<file path="src/rtl/rom_arbiter_pkg.sv">
// Shared definitions for the two-master ROM read arbiter.
// Owner IDs tag in-flight reads; RD_LATENCY is issue-to-rvalid cycles.
package rom_arbiter_pkg;

    typedef enum logic {
        OWN_M0 = 1'b0,
        OWN_M1 = 1'b1
    } owner_e;

    localparam int RD_LATENCY = 2;

    typedef struct packed {
        logic   vld;
        owner_e owner;
    } flight_t;

    // Winner when both masters request in the same cycle.
    function automatic owner_e contend_winner(
        input owner_e last,
        input logic   rr
    );
        if (rr && last == OWN_M0) begin
            return OWN_M1;
        end
        return OWN_M0;
    endfunction

endpackage

</file>
<file path="src/rtl/rom_arbiter.sv">
// Two-master arbiter in front of a synchronous ROM with a fixed
// two-cycle read latency and per-master registered read data.
module rom_arbiter
    import rom_arbiter_pkg::*;
#(
    parameter int ADDR_WIDTH  = 16,
    parameter int DATA_WIDTH  = 8,
    parameter int ROUND_ROBIN = 1
) (
    input  logic                  clk,
    input  logic                  rst_n,
    input  logic                  m0_req,
    input  logic [ADDR_WIDTH-1:0] m0_addr,
    output logic                  m0_ack,
    output logic                  m0_rvalid,
    output logic [DATA_WIDTH-1:0] m0_rdata,
    input  logic                  m1_req,
    input  logic [ADDR_WIDTH-1:0] m1_addr,
    output logic                  m1_ack,
    output logic                  m1_rvalid,
    output logic [DATA_WIDTH-1:0] m1_rdata,
    output logic                  rom_cs,
    output logic [ADDR_WIDTH-1:0] rom_addr,
    input  logic [DATA_WIDTH-1:0] rom_data
);

    localparam logic RR_EN = (ROUND_ROBIN != 0);

    owner_e  last_grant;
    owner_e  win;
    owner_e  issue_owner;
    flight_t s1;

    always_comb begin
        win    = contend_winner(last_grant, RR_EN);
        m0_ack = 1'b0;
        m1_ack = 1'b0;
        // Acks are gated by reset so nothing issues while it is held.
        if (rst_n) begin
            if (m0_req && m1_req) begin
                m0_ack = (win == OWN_M0);
                m1_ack = (win == OWN_M1);
            end else begin
                m0_ack = m0_req;
                m1_ack = m1_req;
            end
        end
    end

    assign rom_cs      = m0_ack | m1_ack;
    assign issue_owner = m1_ack ? OWN_M1 : OWN_M0;

    always_comb begin
        rom_addr = '0;
        if (m0_ack) begin
            rom_addr = m0_addr;
        end else if (m1_ack) begin
            rom_addr = m1_addr;
        end
    end

    always_ff @(posedge clk or negedge rst_n) begin
        if (!rst_n) begin
            last_grant <= OWN_M1;
            s1         <= '0;
        end else begin
            if (rom_cs) begin
                last_grant <= issue_owner;
            end
            s1.vld   <= rom_cs;
            s1.owner <= issue_owner;
        end
    end

    always_ff @(posedge clk or negedge rst_n) begin
        if (!rst_n) begin
            m0_rvalid <= 1'b0;
            m1_rvalid <= 1'b0;
            m0_rdata  <= '0;
            m1_rdata  <= '0;
        end else begin
            m0_rvalid <= s1.vld && (s1.owner == OWN_M0);
            m1_rvalid <= s1.vld && (s1.owner == OWN_M1);
            if (s1.vld && s1.owner == OWN_M0) begin
                m0_rdata <= rom_data;
            end
            if (s1.vld && s1.owner == OWN_M1) begin
                m1_rdata <= rom_data;
            end
        end
    end

endmodule

</file>
<file path="config.mk">
export PLATFORM = sky130hd
export DESIGN_NAME = rom_arbiter
export DESIGN_NICKNAME = d
export VERILOG_FILES = /design/src/rtl/rom_arbiter_pkg.sv /design/src/rtl/rom_arbiter.sv
export SDC_FILE = /design/constraint.sdc
export NUM_CORES = 1
export LEC_CHECK = 0
export BUFFER_PORTS_ARGS = -buffer_cell sky130_fd_sc_hd__buf_4
export CAP_MARGIN = 30
export CORE_ASPECT_RATIO = 1.5
export CORE_MARGIN = 4
export CORE_UTILIZATION = 44
export CTS_CLUSTER_SIZE = 30
export DETAILED_ROUTE_END_ITERATION = 6
export PLACE_DENSITY = 0.9
export SYNTH_ARGS = -nofsm -noshare
export SYNTH_HDL_FRONTEND = slang
export SYNTH_SLANG_ARGS = --single-unit
</file>
<file path="constraint.sdc">
create_clock -name clk -period 4.4 [get_ports clk]
set_input_delay 1.32 -clock clk [delete_from_list [all_inputs] [get_ports clk]]
set_output_delay 1.32 -clock clk [all_outputs]
set_load 0.005 [all_outputs]
</file>
==> impl_metrics.tcl, run 1 <==
set metrics [dict create \
    reg2reg_to "m0_rdata[6]" \
    crit_fanout 56 \
    timing.rr.start "s1[0]" \
    fin_total_pwr_w 0.000572 \
    vdd_drop_max_mv 0.150 \
    ys_types 16 \
    ys_seq_elements 21 \
    cts-buffers-inserted 3 \
    start_util_pct 45.5 \
    postSynthNetCount 152 \
    antennaDiodeCount 0 \
    synthArstFlopShare_pct 100 \
    drive_above_1_share_pct 62.3 \
    min_period_ns 3.64 \
    start_kind "primary input" \
    finalCritPeriodShare_pct 82.7 \
    drt_iter0_drc 13 \
    worst_slew_pin_slew_ns 0.782 \
    fin_skew_ns 0.00575 \
    swShare_pct 27.1 \
    drt_wl_total_mm 3.21 \
    grtUsageTotal_pct 17.6 \
    ys_top_cells_by_area "dfrtp_1 (42%), mux2_2 (15%), o32ai_2 (14%), nand2_1 (11%), o32ai_1 (4.4%)" \
    port_buffers 80 \
    die_h_um 72.1 \
    syn_area_um2 1200 \
    hpwl_mm 2.68 \
    cts_tree "yes" \
    synth_area_per_cell_um2 11.1 \
    synth.most_common_cell "nand2_1" \
    pin_count 81 \
    maxCapViolCount 0 \
    r2r_slack_ns 2.87 \
    post-cts-setup-buffers 0 \
    final_nets 228 \
    antenna_found_initial 0 \
    synth.top_cell.area_share_pct 41.6 \
    seqPwrFrac_pct 43.6 \
    fin_setup_tns_ns 0 \
    synth_edf_count 0 \
    setup_viol 0 \
    grt_pass1_wl_mm 4.98 \
    clockPowerShare_pct 21.4 \
    yosysTopAreaCell "dfrtp_1" \
    clk_pin_slew_worst_paths_ns 0.07 \
    holdWs_ns 0.513 \
    clock_path_buffers 2 \
    routabilityCongestion 0.696 \
    grt_max_degree 57 \
    reg2reg_depth 2 \
    via_count 1141 \
    comb_power_share_pct 35.1 \
    clock-sinks 21 \
    h-tree-depth 1 \
    wl_per_cell_um 14.6 \
    area_growth_pct 50.2 \
    whs_endpoint "m0_rdata[3]" \
    cp-end-kind "output pin" \
    die_x_um 50.7 \
    maxSlewHeadroom_pct 47.7 \
    fp.dieArea_um2 3650 \
    rsz0062_at_grt "false" \
    cts.hold.buffers_added 0 \
    syn_inst 108 \
    whs_path_depth 1 \
    critPathArrivalTime_ns 2.32 \
    synth_common_cells "nand2_1 (34), dfrtp_1 (20), mux2_2 (16), o32ai_2 (10), o32ai_1 (6)" \
    synth-main-ff-cell "dfrtp_1" \
    hold_class "flop to flop" \
    clk_latency_ns 0.25 \
    switching_power_w 0.000155 \
    dr.pass1.iters 4 \
    worst-setup-path-type "primary input to output pin" \
    fmaxAchievable_mhz 275 \
    antenna_left 0 \
    hold_viol_final 0 \
    drc 0 \
    crit_required_ns 3.08 \
    grt_pass1_vias 1179 \
    post_cts_resized 0 \
    holdCritStartpoint "m0_rdata[3]" \
    p_int_w 0.000417 \
    ys_warn_count 0 \
    clockRootBuffer "clkbuf_8" \
    avgViaCountPerCell 5.19 \
    overflow 0 \
    ys_seq_area_share_pct 43.8 \
    core.rowCount 23 \
    core_area_um2 2650 \
    p_leak_nw 0.885 \
    drv_slew 0 \
    status "complete, no violations" \
    powerDensity_nw_per_um2 317 \
]
==> logic make-up (layout without fill, tap and decap cells) <==
kind of cell	Yosys count	in the layout	synth area share, %
muxes	16	16	15.0
DFF	21	21	43.8
AOI/OAI and AO/OA	18	18	19.5
and+or+nand+nor	40	40	12.9
buffers and inverters	13	88	8.83
==> cells in the final DEF, fill, tap and decap left out, drive strengths merged <==
cell,count
a21bo,1
a22o,1
buf,81
clkbuf,4
dfrtp,20
dfstp,1
inv,3
mux2,16
nand2,34
nor2,4
nor2b,2
o32ai,16
==> worst max-delay path: stages <==
cell,delay (ns)
buf_4,0.44
nand2_1,0.15
o32ai_2,0.24
buf_4,0.15
==> power groups by stage <==
| stage | logic [W] | clock network [W] | registers, W |
|---|---|---|---|
| final | 0.000201 | 0.000122 | 0.000249 |
| after detailed placement | 0.000204 | 0 | 0.000254 |
| after floorplan | 0.0000935 | 0 | 0.000254 |
| after CTS | 0.000204 | 0.000124 | 0.000250 |
| after global placement | 0.000197 | 0 | 0.000250 |
| after global routing | 0.000217 | 0.000131 | 0.000254 |
==> metrics by stage <==
stage	worst slack (ns)	util (%)	instances	area, µm²
2_1_floorplan	1.13	-	108	1200
3_3_place_gp	0.786	66.6	216	1760
3_5_place_dp	0.738	66.6	216	1760
4_1_cts	0.736	68.3	220	1810
5_1_grt	0.635	68.3	220	1810
6_report	0.763	68.3	220	1810
==> worst max-delay path by stage <==
stage	start	to	slack, ns
detailed placement	rst_n	rom_addr[9]	0.74
global placement	rst_n	rom_addr[13]	0.79
floorplan	m1_req	rom_addr[10]	1.13
finish	rst_n	rom_addr[9]	0.76
CTS	rst_n	rom_addr[9]	0.74
global route	rst_n	rom_addr[13]	0.63
==> area by class of cell <==
class / count / area, µm²
Multi-Input combinational cell: 74 / 571
Clock buffer: 4 / 45.0
Tap cell: 37 / 46.3
Sequential cell: 21 / 527
Timing Repair Buffer: 81 / 608
Inverter: 3 / 11.3
Fill cell: 202 / 840
==> flip-flops by register name (all words and copies together), names as in the netlist <==
| name | count |
|---|---|
| last_grant | 1 |
| m0_rdata | 8 |
| m1_rdata | 8 |
| m1_rvalid | 1 |
| s1 | 2 |
| m0_rvalid | 1 |
==> layer usage <==
layer / track usage, % / vias up / routed length [µm]
li1: - / 532 / -
met1: 17.8 / 518 / 1120
met2: 31.8 / 85 / 1580
met3: 7.19 / 6 / 452
met4: 6.29 / 0 / 56
met5: 0 / - / 0
Power figures use the tool's default switching activity.
==> run 2, diff against run 1 <==
--- a/config.mk
+++ b/config.mk
@@ -5,14 +5,15 @@
 export SDC_FILE = /design/constraint.sdc
 export NUM_CORES = 1
 export LEC_CHECK = 0
+export ABC_AREA = 1
 export BUFFER_PORTS_ARGS = -buffer_cell sky130_fd_sc_hd__buf_4
 export CAP_MARGIN = 30
 export CORE_ASPECT_RATIO = 1.5
 export CORE_MARGIN = 4
-export CORE_UTILIZATION = 44
+export CORE_UTILIZATION = 39
 export CTS_CLUSTER_SIZE = 30
 export DETAILED_ROUTE_END_ITERATION = 6
-export PLACE_DENSITY = 0.9
+export PLACE_DENSITY = 0.85
 export SYNTH_ARGS = -nofsm -noshare
 export SYNTH_HDL_FRONTEND = slang
 export SYNTH_SLANG_ARGS = --single-unit
==> constraint.sdc (replaced) <==
create_clock -name clk -period 3.6 [get_ports clk]
set_input_delay 1.08 -clock clk [delete_from_list [all_inputs] [get_ports clk]]
set_output_delay 1.08 -clock clk [all_outputs]
set_load 0.005 [all_outputs]
==> impl_metrics.tcl, run 2 <==
set metrics [dict create \
    status "complete, no violations" \
    rsz0062_at_grt "false" \
    grtUsageTotal_pct 16.8 \
    antenna_left 0 \
    avgViaCountPerCell 4.75 \
    drv_slew 0 \
    crit_start "rst_n" \
    via_count 1168 \
    whs_path_depth 2 \
    n_fill_cell 231 \
    path_cells "buf_4, nand2_2, clkinv_2, nand2_1, inv_1, buf_4" \
    core.rowCount 22 \
    switching_power_w 0.000175 \
    h-tree-depth 1 \
    drt_iter0_drc 24 \
    core_area_um2 2530 \
    post_cts_resized 0 \
    powerDensity_nw_per_um2 367 \
    grt_pass1_vias 1099 \
    cts.hold.buffers_added 0 \
    fin_skew_ns 0.00156 \
    start_kind "primary input" \
    comb_power_share_pct 34.2 \
    ys_seq_elements 21 \
    drt_wl_total_mm 3.07 \
    crit_fanout 23 \
    setup_viol 0 \
    port_buffers 80 \
    clockPowerShare_pct 16.8 \
    cp-end-kind "output pin" \
    timing.rr.start "last_grant" \
    clock_path_buffers 2 \
    synth_edf_count 0 \
    crit_required_ns 2.52 \
    swShare_pct 28.5 \
    fp.dieArea_um2 3640 \
    slowest_stage "buf_4" \
    drc 0 \
    wl_met3_um 251 \
    grt_pass1_wl_mm 4.82 \
    path_common_cell "buf_4" \
    syn_inst 132 \
    fin_util_pct 66.1 \
    cts-buffers-inserted 3 \
    antenna_found_initial 0 \
    routed-wl-met2_mm 1.59 \
    whs_endpoint "m1_rdata[5]" \
    syn_area_um2 1060 \
    routabilityCongestion 0.818 \
    clockRootBuffer "clkbuf_4" \
    synth.top_cell.area_share_pct 47.1 \
    grt_max_degree 24 \
    post-cts-setup-buffers 0 \
    hold_class "flop to flop" \
    worst-setup-path-type "primary input to output pin" \
    start_util_pct 41.9 \
    critical_path_buf_inv_count 4 \
    ys_types 15 \
    cp_slowest_stage_delay_ns 0.21 \
    top_layer "met4" \
    hpwl_mm 2.52 \
    routedLengthMet1_mm 1.16 \
    ys_seq_area_share_pct 49.6 \
    maxSlewHeadroom_pct 78.8 \
    fmaxAchievable_mhz 329 \
    pin_count 81 \
    hold_viol_final 0 \
    holdCritStartpoint "m1_rdata[5]" \
    ys_top_cells_by_area "dfrtp_1 (47%), nand3_1 (15%), nand2_1 (12%), o21ai_1 (4.2%), inv_1 (4.2%)" \
    maxCapViolCount 0 \
    synthArstFlopShare_pct 100 \
    p_int_w 0.000439 \
    antennaDiodeCount 0 \
    p_leak_nw 0.972 \
    clk_pin_slew_worst_paths_ns 0.10 \
    clock-sinks 21 \
    critPathArrivalTime_ns 1.96 \
    ys_warn_count 0 \
    cts_tree "yes" \
    reg2reg_to "s1[0]" \
    worst_slew_pin_slew_ns 0.317 \
    wl_per_cell_um 12.5 \
    die_x_um 50.6 \
    dr.pass1.iters 4 \
    critPathTopFamily "buffers and inverters" \
    drive_above_1_share_pct 44.8 \
    synth-main-ff-cell "dfrtp_1" \
    seqPwrFrac_pct 49.0 \
    postSynthNetCount 176 \
    synth_common_cells "nand2_1 (34), nand3_1 (32), dfrtp_1 (20), inv_1 (12), o21ai_1 (9)" \
    fin_setup_tns_ns 0 \
    finalCritPeriodShare_pct 84.5 \
    synth.most_common_cell "nand2_1" \
    pre_cts_ws_ns 0.552 \
    min_period_ns 3.04 \
    synth_area_per_cell_um2 8.05 \
    r2r_slack_ns 2.51 \
    final_nets 255 \
    final_cell_mix "buf_4 (80), nand2_1 (34), nand3_1 (32)" \
    reg2reg_depth 3 \
    die_h_um 71.9 \
    overflow 0 \
    clk_latency_ns 0.29 \
    vdd_drop_max_mv 0.163 \
    final.setup.worst_slack_ns 0.558 \
    final_common_cell "buf_4" \
    yosysTopAreaCell "dfrtp_1" \
    area_growth_pct 57.6 \
    reg.largest.list "m0_rdata: 8 flops, m1_rdata: 8 flops, s1: 2 flops" \
]
run 2: changes by cell type in the layout (fill, tap and decap cells not counted), moves of 8 or more:
cell     change
mux2_2      -16
inv_1       +10
nand3_1     +32
o21ai_0      +8
o32ai_2     -10
o21ai_1      +9
run 2: power by group through the flow:
stage	sequential [W]	combinational (W)	clock, W
final	0.000301	0.000210	0.000103
after global routing	0.000307	0.000232	0.000120
after CTS	0.000301	0.000214	0.000109
after detailed placement	0.000306	0.000213	0
after global placement	0.000305	0.000210	0
after floorplan	0.000308	0.0000777	0
run 2: kinds of logic after synthesis:
kind of cell | after synthesis | share of synthesized area, %
buf+inv | 21 | 11.3
simple gates | 72 | 30.6
compound gates | 18 | 8.48
flops | 21 | 49.6
run 2: tightest hold or removal path, delay by kind of cell, from the launching register on:
kind / cells / cell delay [ns]
simple gates: 1 / 0.05
flops: 1 / 0.36
compound gates: 1 / 0.06
run 2: layout make-up:
type	count	area, µm²	area share [%]
clock buffer	3	22.5	1.35
timing repair buffer	80	601	35.9
clock inverter	1	5.00	0.299
sequential	21	527	31.5
multi-input combinational	90	415	24.8
tap	36	45.0	2.69
inverter	15	58.8	3.51
run 2: per-stage QoR:
stage / instance area (µm²) / hold slack (ns) / cells / power, W
final: 1670 / 0.500 / 246 / 0.000614
after global routing: 1670 / 0.529 / 246 / 0.000659
after CTS: 1670 / 0.505 / 246 / 0.000623
after detailed placement: 1650 / 0.480 / 242 / 0.000519
after global placement: 1650 / 0.470 / 242 / 0.000515
after floorplan: 1060 / 0.475 / 132 / 0.000386
run 2: worst max path at each step:
stage | to | slack [ns] | cells past startpoint
floorplan | rom_addr[10] | 1.02 | 5
CTS | m1_ack | 0.55 | 6
global route | m1_ack | 0.43 | 6
global placement | rom_addr[9] | 0.57 | 6
detailed placement | m1_ack | 0.55 | 6
finish | m1_ack | 0.56 | 6
run 2: per-layer routing:
metal,track usage (%),vias up
li1,-,583
met1,18.7,523
met2,31.0,56
met3,3.70,6
met4,5.69,0
met5,0,-
